File: config.mk
export PLATFORM = sky130hd
export DESIGN_NAME = bcp_imply_queue_flat
export DESIGN_NICKNAME = d
export VERILOG_FILES = /design/src/rtl/bcp_pkg.sv /design/src/rtl/bcp_imply_queue_if.sv /design/src/rtl/bcp_lit_fifo.sv /design/src/rtl/bcp_imply_queue.sv /design/src/flat_wrapper.sv
export SDC_FILE = /design/constraint.sdc
export NUM_CORES = 1
export LEC_CHECK = 0
export BUFFER_PORTS_ARGS = -buffer_cell sky130_fd_sc_hd__clkbuf_2
export CORE_UTILIZATION = 53
export DETAILED_ROUTE_END_ITERATION = 16
export PLACE_DENSITY = 0.83
export SLEW_MARGIN = 20
export SYNTH_ARGS = -nofsm -noshare
export SYNTH_HDL_FRONTEND = slang
export SYNTH_SLANG_ARGS = --single-unit
File: constraint.sdc
create_clock -name clk -period 4.3 [get_ports clk]
set_input_delay 0.86 -clock clk [delete_from_list [all_inputs] [get_ports clk]]
set_output_delay 0.86 -clock clk [all_outputs]
set_load 0.05 [all_outputs]
File: src/rtl/bcp_pkg.sv
// bcp_pkg: shared BCP literal types, array sizes and literal helpers.
package bcp_pkg;
    localparam int LIT_INDEX_MAX = 1024;
    localparam int CLA_LENGTH = 8;
    localparam int NUM_PE = 4;
    localparam int FIFO_DEPTH = 16;
    localparam int LIT_W = $clog2(LIT_INDEX_MAX) + 1;
    typedef logic signed [LIT_W-1:0] lit_t;
    typedef struct packed {
        logic assigned;
        logic polarity;
    } var_state_t;
    function automatic logic [LIT_W-2:0] lit_abs(lit_t l);
        return (LIT_W-1)'(l[LIT_W-1] ? -l : l);
    endfunction
endpackage

File: src/rtl/bcp_imply_queue_if.sv
// bcp_imply_queue_if: decision, PE implication and broadcast handshakes of the implication queue.
interface bcp_imply_queue_if;
    import bcp_pkg::*;
    logic dec_valid;
    lit_t dec_lit;
    logic dec_ready;
    logic [NUM_PE-1:0] imp_valid;
    lit_t imp_lit [NUM_PE];
    logic [NUM_PE-1:0] imp_ready;
    logic [NUM_PE-1:0] pe_conflict;
    logic lit_valid;
    lit_t lit_out;
    logic lit_ready;
    logic clear;
    logic conflict;
    logic quiescent;
    modport master (
        output dec_valid, dec_lit, imp_valid, imp_lit, pe_conflict, lit_ready, clear,
        input  dec_ready, imp_ready, lit_valid, lit_out, conflict, quiescent
    );
    modport slave (
        input  dec_valid, dec_lit, imp_valid, imp_lit, pe_conflict, lit_ready, clear,
        output dec_ready, imp_ready, lit_valid, lit_out, conflict, quiescent
    );
endinterface

File: src/rtl/bcp_lit_fifo.sv
// bcp_lit_fifo: synchronous literal FIFO with flush; head reads as zero when empty.
module bcp_lit_fifo
    import bcp_pkg::*;
#(
    parameter int DEPTH = FIFO_DEPTH
) (
    input  logic clk,
    input  logic rst_n,
    input  logic flush,
    input  logic push,
    input  logic pop,
    input  lit_t din,
    output lit_t dout,
    output logic full,
    output logic empty
);
    localparam int AW = $clog2(DEPTH);
    lit_t mem [DEPTH];
    logic [AW-1:0] wr, rd;
    logic [AW:0] cnt;
    logic do_push, do_pop;
    assign full = cnt == (AW+1)'(DEPTH);
    assign empty = cnt == '0;
    assign dout = empty ? '0 : mem[rd];
    assign do_push = push && !full;
    assign do_pop = pop && !empty;
    always_ff @(posedge clk)
        if (do_push) mem[wr] <= din;
    always_ff @(posedge clk or negedge rst_n)
        if (!rst_n) begin
            wr <= '0;
            rd <= '0;
            cnt <= '0;
        end else if (flush) begin
            wr <= '0;
            rd <= '0;
            cnt <= '0;
        end else begin
            if (do_push) wr <= wr + 1'b1;
            if (do_pop) rd <= rd + 1'b1;
            cnt <= cnt + (AW+1)'(do_push) - (AW+1)'(do_pop);
        end
endmodule

File: src/rtl/bcp_imply_queue.sv
// bcp_imply_queue: arbitrates decisions/PE implications into a literal FIFO rebroadcast to the PEs.
// Define BCP_IMPLY_DEDUP_EN to add the per-variable assignment table (duplicate drop, contradiction detect).
module bcp_imply_queue
    import bcp_pkg::*;
(
    input logic clk,
    input logic rst_n,
    bcp_imply_queue_if.slave bus
);
    localparam int PW = $clog2(NUM_PE);
    typedef enum logic {RUN, CONFLICT} state_t;
    state_t st;
    logic [PW-1:0] ptr, gidx, cand;
    logic [NUM_PE-1:0] gnt;
    logic ok, dec_acc, imp_acc, acc, hit_bad, push, contra, to_conf, full, empty;
    lit_t acc_lit;
    // Scan from the pointer downwards so the PE closest after the pointer wins.
    always_comb begin
        gidx = '0;
        cand = '0;
        for (int k = NUM_PE - 1; k >= 0; k--) begin
            cand = ptr + PW'(k);
            gidx = bus.imp_valid[cand] ? cand : gidx;
        end
        gnt = bus.imp_valid[gidx] ? NUM_PE'(1) << gidx : '0;
    end
    assign ok = rst_n && st == RUN && !full;
    assign bus.dec_ready = ok;
    assign bus.imp_ready = (ok && !bus.dec_valid) ? gnt : '0;
    assign dec_acc = bus.dec_valid && ok;
    assign imp_acc = |bus.imp_ready;
    assign acc = dec_acc || imp_acc;
    assign acc_lit = dec_acc ? bus.dec_lit : bus.imp_lit[gidx];
    // Zero and the most negative code both have an all-zero magnitude field.
    assign hit_bad = acc_lit[LIT_W-2:0] == '0;
`ifdef BCP_IMPLY_DEDUP_EN
    var_state_t tbl [LIT_INDEX_MAX];
    var_state_t ent;
    assign ent = tbl[lit_abs(acc_lit)];
    assign push = acc && !hit_bad && !ent.assigned;
    assign contra = acc && !hit_bad && ent.assigned && ent.polarity != acc_lit[LIT_W-1];
    always_ff @(posedge clk or negedge rst_n)
        if (!rst_n) begin
            for (int i = 0; i < LIT_INDEX_MAX; i++) tbl[i] <= '0;
        end else if (bus.clear) begin
            for (int i = 0; i < LIT_INDEX_MAX; i++) tbl[i] <= '0;
        end else if (push) begin
            tbl[lit_abs(acc_lit)] <= '{assigned: 1'b1, polarity: acc_lit[LIT_W-1]};
        end
`else
    assign push = acc && !hit_bad;
    assign contra = 1'b0;
`endif
    assign to_conf = st == RUN && (|bus.pe_conflict || contra);
    always_ff @(posedge clk or negedge rst_n)
        if (!rst_n) begin
            st <= RUN;
            ptr <= '0;
        end else if (bus.clear) begin
            st <= RUN;
            ptr <= '0;
        end else begin
            if (to_conf) st <= CONFLICT;
            if (imp_acc) ptr <= gidx + 1'b1;
        end
    assign bus.conflict = st == CONFLICT;
    assign bus.lit_valid = st == RUN && !empty;
    assign bus.quiescent = empty && !bus.dec_valid && !(|bus.imp_valid) && st != CONFLICT;
    bcp_lit_fifo #(.DEPTH(FIFO_DEPTH)) u_fifo (
        .clk  (clk),
        .rst_n(rst_n),
        .flush(bus.clear || st == CONFLICT || to_conf),
        .push (push),
        .pop  (bus.lit_valid && bus.lit_ready),
        .din  (acc_lit),
        .dout (bus.lit_out),
        .full (full),
        .empty(empty)
    );
endmodule

File: src/flat_wrapper.sv
// flat-port wrapper written by rule: the top's interface ports become plain ports
module bcp_imply_queue_flat import bcp_pkg::*;
  (clk, rst_n, bus_dec_valid, bus_dec_lit, bus_imp_valid, bus_imp_lit, bus_pe_conflict, bus_lit_ready, bus_clear, bus_dec_ready, bus_imp_ready, bus_lit_valid, bus_lit_out, bus_conflict, bus_quiescent);
  bcp_imply_queue_if bus_i ();
  input logic clk;
  input logic rst_n;
  input wire logic [$bits(bus_i.dec_valid)-1:0] bus_dec_valid;
  input wire logic [$bits(bus_i.dec_lit)-1:0] bus_dec_lit;
  input wire logic [$bits(bus_i.imp_valid)-1:0] bus_imp_valid;
  input wire logic [$bits(bus_i.imp_lit)-1:0] bus_imp_lit;
  input wire logic [$bits(bus_i.pe_conflict)-1:0] bus_pe_conflict;
  input wire logic [$bits(bus_i.lit_ready)-1:0] bus_lit_ready;
  input wire logic [$bits(bus_i.clear)-1:0] bus_clear;
  output wire logic [$bits(bus_i.dec_ready)-1:0] bus_dec_ready;
  output wire logic [$bits(bus_i.imp_ready)-1:0] bus_imp_ready;
  output wire logic [$bits(bus_i.lit_valid)-1:0] bus_lit_valid;
  output wire logic [$bits(bus_i.lit_out)-1:0] bus_lit_out;
  output wire logic [$bits(bus_i.conflict)-1:0] bus_conflict;
  output wire logic [$bits(bus_i.quiescent)-1:0] bus_quiescent;
  assign bus_i.dec_valid = bus_dec_valid;
  assign bus_i.dec_lit = bus_dec_lit;
  assign bus_i.imp_valid = bus_imp_valid;
  assign bus_i.imp_lit = {>>{bus_imp_lit}};
  assign bus_i.pe_conflict = bus_pe_conflict;
  assign bus_i.lit_ready = bus_lit_ready;
  assign bus_i.clear = bus_clear;
  assign bus_dec_ready = bus_i.dec_ready;
  assign bus_imp_ready = bus_i.imp_ready;
  assign bus_lit_valid = bus_i.lit_valid;
  assign bus_lit_out = bus_i.lit_out;
  assign bus_conflict = bus_i.conflict;
  assign bus_quiescent = bus_i.quiescent;
  bcp_imply_queue u_core (.clk(clk), .rst_n(rst_n), .bus(bus_i));
endmodule
# Word-level counts from Yosys, hierarchy flattened

Memories as Yosys holds them, arrays and structs flattened.
Index checks and enable logic that the tools add are counted.

Magnitude comparators: 6
Bitwise logic cells: 2
Shift operators: 1
Equal/unequal tests: 1
Mux-type cells: 32
$add $sub $neg: 8
Reductions and logical operators: 30

Operators by type and width:

| operator              | number |
|---|---|
| $mux W11              | 4 |
| $mux W4               | 6 |
| $bmux W11 S2          | 1 |
| $lt A2 B3 Y1 const B  | 5 |
| $logic_and A1 B1 Y1   | 13 |
| $mux W2               | 6 |
| $reduce_or A4 Y1      | 3 |
| $bmux W1 S2           | 5 |
| $logic_not A10 Y1     | 1 |
| $mux W1               | 9 |
| $add A4 B1 Y4 const B | 2 |
| $reduce_bool A2 Y1    | 4 |
| $add A5 B1 Y5         | 1 |
| $eq A5 B5 Y1 const B  | 1 |
| $logic_not A1 Y1      | 5 |
| $logic_not A5 Y1      | 1 |
| $mux W5               | 1 |
| $sub A5 B1 Y5         | 1 |
| $add A2 B1 Y2 const B | 2 |
| $add A2 B2 Y2 const B | 2 |
| $shl A1 B2 Y4 const A | 1 |
| $ge A3 B3 Y1 const B  | 1 |
| $logic_or A1 B1 Y1    | 3 |
| $not A2 Y3            | 1 |
| $not A1 Y1            | 1 |

Bits in registers: 16
Word-level logic and storage cells: 86
Input bits: 68
Output and inout bits: 19
Memories kept: 1
RAM bits: 176

Memory list:

| name              | words | width | rd ports | clocked after memory_dff | write ports | line               | source |
|---|---|---|---|---|---|---|---|
| u_core.u_fifo.mem | 16    | 11    | 1        | 0                        | 1           | bcp_lit_fifo.sv:18 | `lit_t mem [DEPTH];` |

# Longest topological paths before layout

Word-level depth: 19
Gate-level depth with buffers: 23
Depth with buffers taken out: 19

# By module

A second synthesis with hierarchy kept.

Cell total of the unflattened synthesis: 517
Area, all modules: 8,554.5 um^2

By module, submodules not included:

| module          | cells an instance | sequential area each (um^2) | instances | area an instance (um^2) |
|---|---|---|---|---|
| bcp_lit_fifo    | 385               | 5,610.4                     | 1         | 7,651.1 |
| bcp_imply_queue | 132               | 75.1                        | 1         | 903.4 |

# Worst setup path after synthesis

Ideal clock, no wire load.

Kind: input-to-reg
Start: input bus_imp_valid[2]
End: register u_core.u_fifo.cnt[4]
Cell stages on the path: 23
Library setup time: 0.136 ns
Buffers on the path: 4
Data required time: 4.164 ns
Arrival: 4.899 ns
Path slack: -0.735 ns
Cell sequence: nor2b_1 -> or4b_1 -> buf_6 -> nand2_8 -> inv_2 -> buf_2 -> buf_1 -> ha_1 -> or4_1 -> o311ai_0 -> nand2_1 -> nand2_2 -> buf_6 -> ha_1 -> inv_1 -> ha_1 -> inv_1 -> fa_1 -> inv_1 -> a21oi_1 -> nor2_1 -> or3_1 -> a21oi_1

Cells in the longest elaborated chain, start to end: 18
Elaborated cells on any way between the ends: 31
Classes of those cells: add/sub (2); shift (1); mux (21); bitwise (1); reduce/logical (6)

RTL lines:

| what                                        | line                  | source |
|---|---|---|
| start, declared                             | flat_wrapper.sv:9     | `input wire logic [$bits(bus_i.imp_valid)-1:0] bus_imp_valid;` |
| $bmux W1 S2                                 | bcp_imply_queue.sv:23 | `gidx = bus.imp_valid[cand] ? cand : gidx;` |
| $mux W1 (not written as such)               | bcp_imply_queue.sv:23 |  |
| $mux W2 (4 in a row)                        | bcp_imply_queue.sv:23 |  |
| $not A2 Y3 (not written as such)            | bcp_imply_queue.sv:33 | `assign acc_lit = dec_acc ? bus.dec_lit : bus.imp_lit[gidx];` |
| $bmux W11 S2                                | bcp_imply_queue.sv:33 |  |
| $mux W11 (not written as such) (2 in a row) | bcp_imply_queue.sv:33 |  |
| $mux W11                                    | bcp_imply_queue.sv:33 |  |
| $logic_not A10 Y1                           | bcp_imply_queue.sv:35 | `assign hit_bad = acc_lit[LIT_W-2:0] == '0;` |
| $logic_not A1 Y1                            | bcp_imply_queue.sv:51 | `assign push = acc && !hit_bad;` |
| $logic_and A1 B1 Y1 (*)                     | bcp_imply_queue.sv:51 |  |
| $logic_and A1 B1 Y1 (*)                     | bcp_lit_fifo.sv:25    | `assign do_push = push && !full;` |
| $add A5 B1 Y5 (*)                           | bcp_lit_fifo.sv:41    | `cnt <= cnt + (AW+1)'(do_push) - (AW+1)'(do_pop);` |
| $sub A5 B1 Y5 (*)                           | bcp_lit_fifo.sv:41    |  |
| $mux W5 (*)                                 | bcp_lit_fifo.sv:34    | `end else if (flush) begin` |
| end signal, assigned                        | bcp_lit_fifo.sv:41    |  |
| end, declared                               | bcp_lit_fifo.sv:20    | `logic [AW:0] cnt;` |

Every way passes the cells marked *; elsewhere a longest branch is shown, timed or not. The select of a mux whose other input is x is not followed.
A chain may end at the register's enable or synchronous reset.

# Worst setup path after layout

Start: input bus_imp_valid[3]
End: register u_core.u_fifo.cnt[4]

Same word-level chain as after synthesis.

==> impl_metrics.ini <==
[layout]
nets = 748
drive_gt1_frac = 0.374
seqCellArea_sq_um = 5690
fillers = 1109
area_growth_pct = 18.3
diodes = 0
multi_input_area_sq_um = 2930
finish.utilization = 0.647

[setup_path]
reg2reg_slack_ns = 0.49
reg2reg_depth = 19
startpoint = bus_imp_valid[3]
critPathLaunchType = primary input
crit_end = u_core.u_fifo.cnt[4]
r2r-end = u_core.u_fifo.cnt[4]
cp.arrival_ns = 4.30
reg2reg_from = u_core.u_fifo.cnt[2]
end_kind = flip-flop
path_class = primary input to flip-flop
worstPathRequired_ns = 4.65
cp_max_fo = 6

[logic_synthesis]
synthCells = 542
syn_avg_cell_area_sq_um = 16.1
ys_seq_area_frac = 0.653
syn-cell-area_sq_um = 8710
synth-edff-count = 176
synth_nets = 626
yosysUniqueCellTypes = 53
synth_seq_cells = 192
synthArstFlopShare = 0.0833
yosys_most_used_dff = edfxtp_1
ys_warn_count = 0

[route]
via_per_inst = 6.06
drc = 0
wl_um = 20300
vias = 5410
drt_iter0_drc = 496
first_pass_iters = 4
ant_nets = 0
wl_per_cell_um = 22.8

[placement]
dp_slack_ns = -0.0828
routabilityCongestion = 0.940
io_buffers = 86
dp_hpwl_um = 14200

[sta]
setup_violations = 0
worstMarginPinSlew_ns = 0.975
max_freq_mhz = 253
fin_crit_ns = 3.95
fin_hold_ws_ns = 0.389
finalHoldViolations = 0
finalWorstSetupSlack_ns = 0.347
timing.final.crit_share = 0.919
grt_setup_unrepaired = no
max_slew_margin = 0.350
slew_viol_final = 0
final.setup_skew_ns = 0.0175

[clocking]
clock_tree.root_cell = clkbuf_16
cts-resized-gates = 0
clockBufferDepth = 2
cts_sinks = 192
cts-buffers-inserted = 17
cts_tree = done
postCtsHoldBufs = 0
clkTransAtPathRegs_ns = 0.07
postCtsSetupBuffers = 0
h-tree-depth = 4
clk_latency_ns = 0.43

[global_routing]
antenna_found_initial = 0
grt_pass1_wl_um = 30700
grt_usage = 0.258
grt_util_met1 = 0.343
use_met2 = 0.426
use_met3 = 0.0508
grt_pass1_vias = 5381
grt_max_degree = 48
grt-busiest-layer = met2
grt_remaining_overflow = 0

[floorplan]
die_height_um = 130
die_x_um = 130
ioPinCount = 87
row_count = 46
die_area_sq_um = 17000
core_area_sq_um = 15900
start_util = 0.546

[pwr]
power_density_nw_per_um2 = 376
p_leak_nw = 3.58
max-vdd-ir-drop_mv = 0.317

[outcome]
status = complete, no violations

[run]
maxCapViolCount = 0

[hold_path]
min_path_type = primary input to asynchronous set/reset pin
## Yosys cell counts, types with 3 or more instances
master / n / area share
mux4_2: 55 / 0.14
a21oi_1: 7 / 0.0040
nand2_1: 59 / 0.025
edfxtp_1: 176 / 0.61
ha_1: 15 / 0.022
nand3_1: 26 / 0.015
nor3_1: 6 / 0.0034
nor4_1: 7 / 0.0050
o211ai_1: 8 / 0.0069
nor2b_1: 15 / 0.011
nor3b_2: 4 / 0.0057
xor2_1: 4 / 0.0040
or4_1: 6 / 0.0052
dfrtp_1: 16 / 0.046
buf_1: 9 / 0.0039
nor2_1: 20 / 0.0086
inv_1: 18 / 0.0078
nor4bb_1: 3 / 0.0034
clkbuf_1: 14 / 0.0060
and2_1: 7 / 0.0050
o21ai_0: 16 / 0.0092
nor4b_1: 5 / 0.0050
mux2i_1: 4 / 0.0046
## sequential cells by signal, indices dropped and copies added, names as in the netlist
signal,cells
u_core.u_fifo.rd,4
u_core.u_fifo.mem,176
u_core.bus.conflict,1
u_core.ptr,2
u_core.u_fifo.cnt,5
u_core.u_fifo.wr,4
## cell type report
type,instances,share of cell area
flip-flops and latches,192,0.552
multi-input cells,301,0.284
repair buffers,132,0.0765
clock buffers,17,0.0413
well taps,216,0.0262
clock inverters,15,0.0126
inverters,20,0.00777
## per-layer routing
metal	wire length [um]	share of wire	up-vias
met5	0	0	-
met4	441	0.022	0
met3	1660	0.082	31
met2	10000	0.49	321
met1	8200	0.40	2690
li1	-	-	2368
## critical path: stages
cell      delay, ns
clkbuf_2       0.10
and2b_1        0.19
or4b_1         0.65
nand2_8        0.14
inv_6          0.04
ha_4           0.15
or4_4          0.52
o311ai_4       0.09
nand2_2        0.12
nand2_4        0.10
ha_4           0.13
inv_2          0.04
ha_4           0.15
inv_2          0.06
fa_2           0.22
inv_1          0.04
a21oi_1        0.11
nor2_1         0.06
or3_1          0.36
a21oi_1        0.15
## cells by family (layout without fill, tap and decap cells)
kind of cell    Yosys count  in the layout  synth area share
mux                      59             59             0.147
simple gates            177            177             0.114
xor+xnor                  6              6           0.00603
fa+ha+maj                16             16            0.0238
compound gates           43             43            0.0315
buf+inv                  49            184            0.0248
flops                   192            192             0.653
## power breakdown
group	switching, mW	internal (mW)	total, mW
Sequential	0.00469	2.11	2.11
Combinational	0.201	0.108	0.309
Clock	0.695	0.758	1.45
## placed cells by master (no fill, tap or decap), types with 4 or more instances in the layout
cell         n
a21oi_1      7
and2_1       7
buf_4       45
clkbuf_16   17
clkbuf_2    86
clkinv_4     4
dfrtp_1     14
edfxtp_1   176
ha_1        12
inv_1       16
inv_6        6
mux2i_1      4
mux4_2      55
nand2_1     58
nand3_1     26
nor2_1      20
nor2b_1     15
nor3_1       5
nor3b_2      5
nor4_1       7
nor4b_2      4
o211ai_1     8
o21ai_0     16
or4_1        5
xor2_1       4
## how the worst min path moves through the flow
stage / slack, ns / startpoint / endpoint / cells past startpoint
floorplan: 0.50 / u_core.ptr[0] / u_core.ptr[0] / 2
global placement: 0.56 / u_core.ptr[0] / u_core.ptr[0] / 2
global route: 0.40 / rst_n / u_core.ptr[0] / 2
finish: 0.39 / rst_n / u_core.u_fifo.cnt[2] / 2
CTS: 0.38 / rst_n / u_core.u_fifo.cnt[4] / 2
detailed placement: 0.61 / u_core.ptr[0] / u_core.ptr[0] / 2
## through the flow
step	power [mW]	setup TNS [ns]	cell area, sq um	std cells
floorplan	2.33	-11.37	8810	542
finish	3.87	0	10300	893
detailed placement	2.46	-0.347	9750	861
global placement	2.44	0	9750	861
global route	3.99	0	10300	893
CTS	3.90	0	10300	893
No activity file was read; power rests on OpenSTA's default activity.
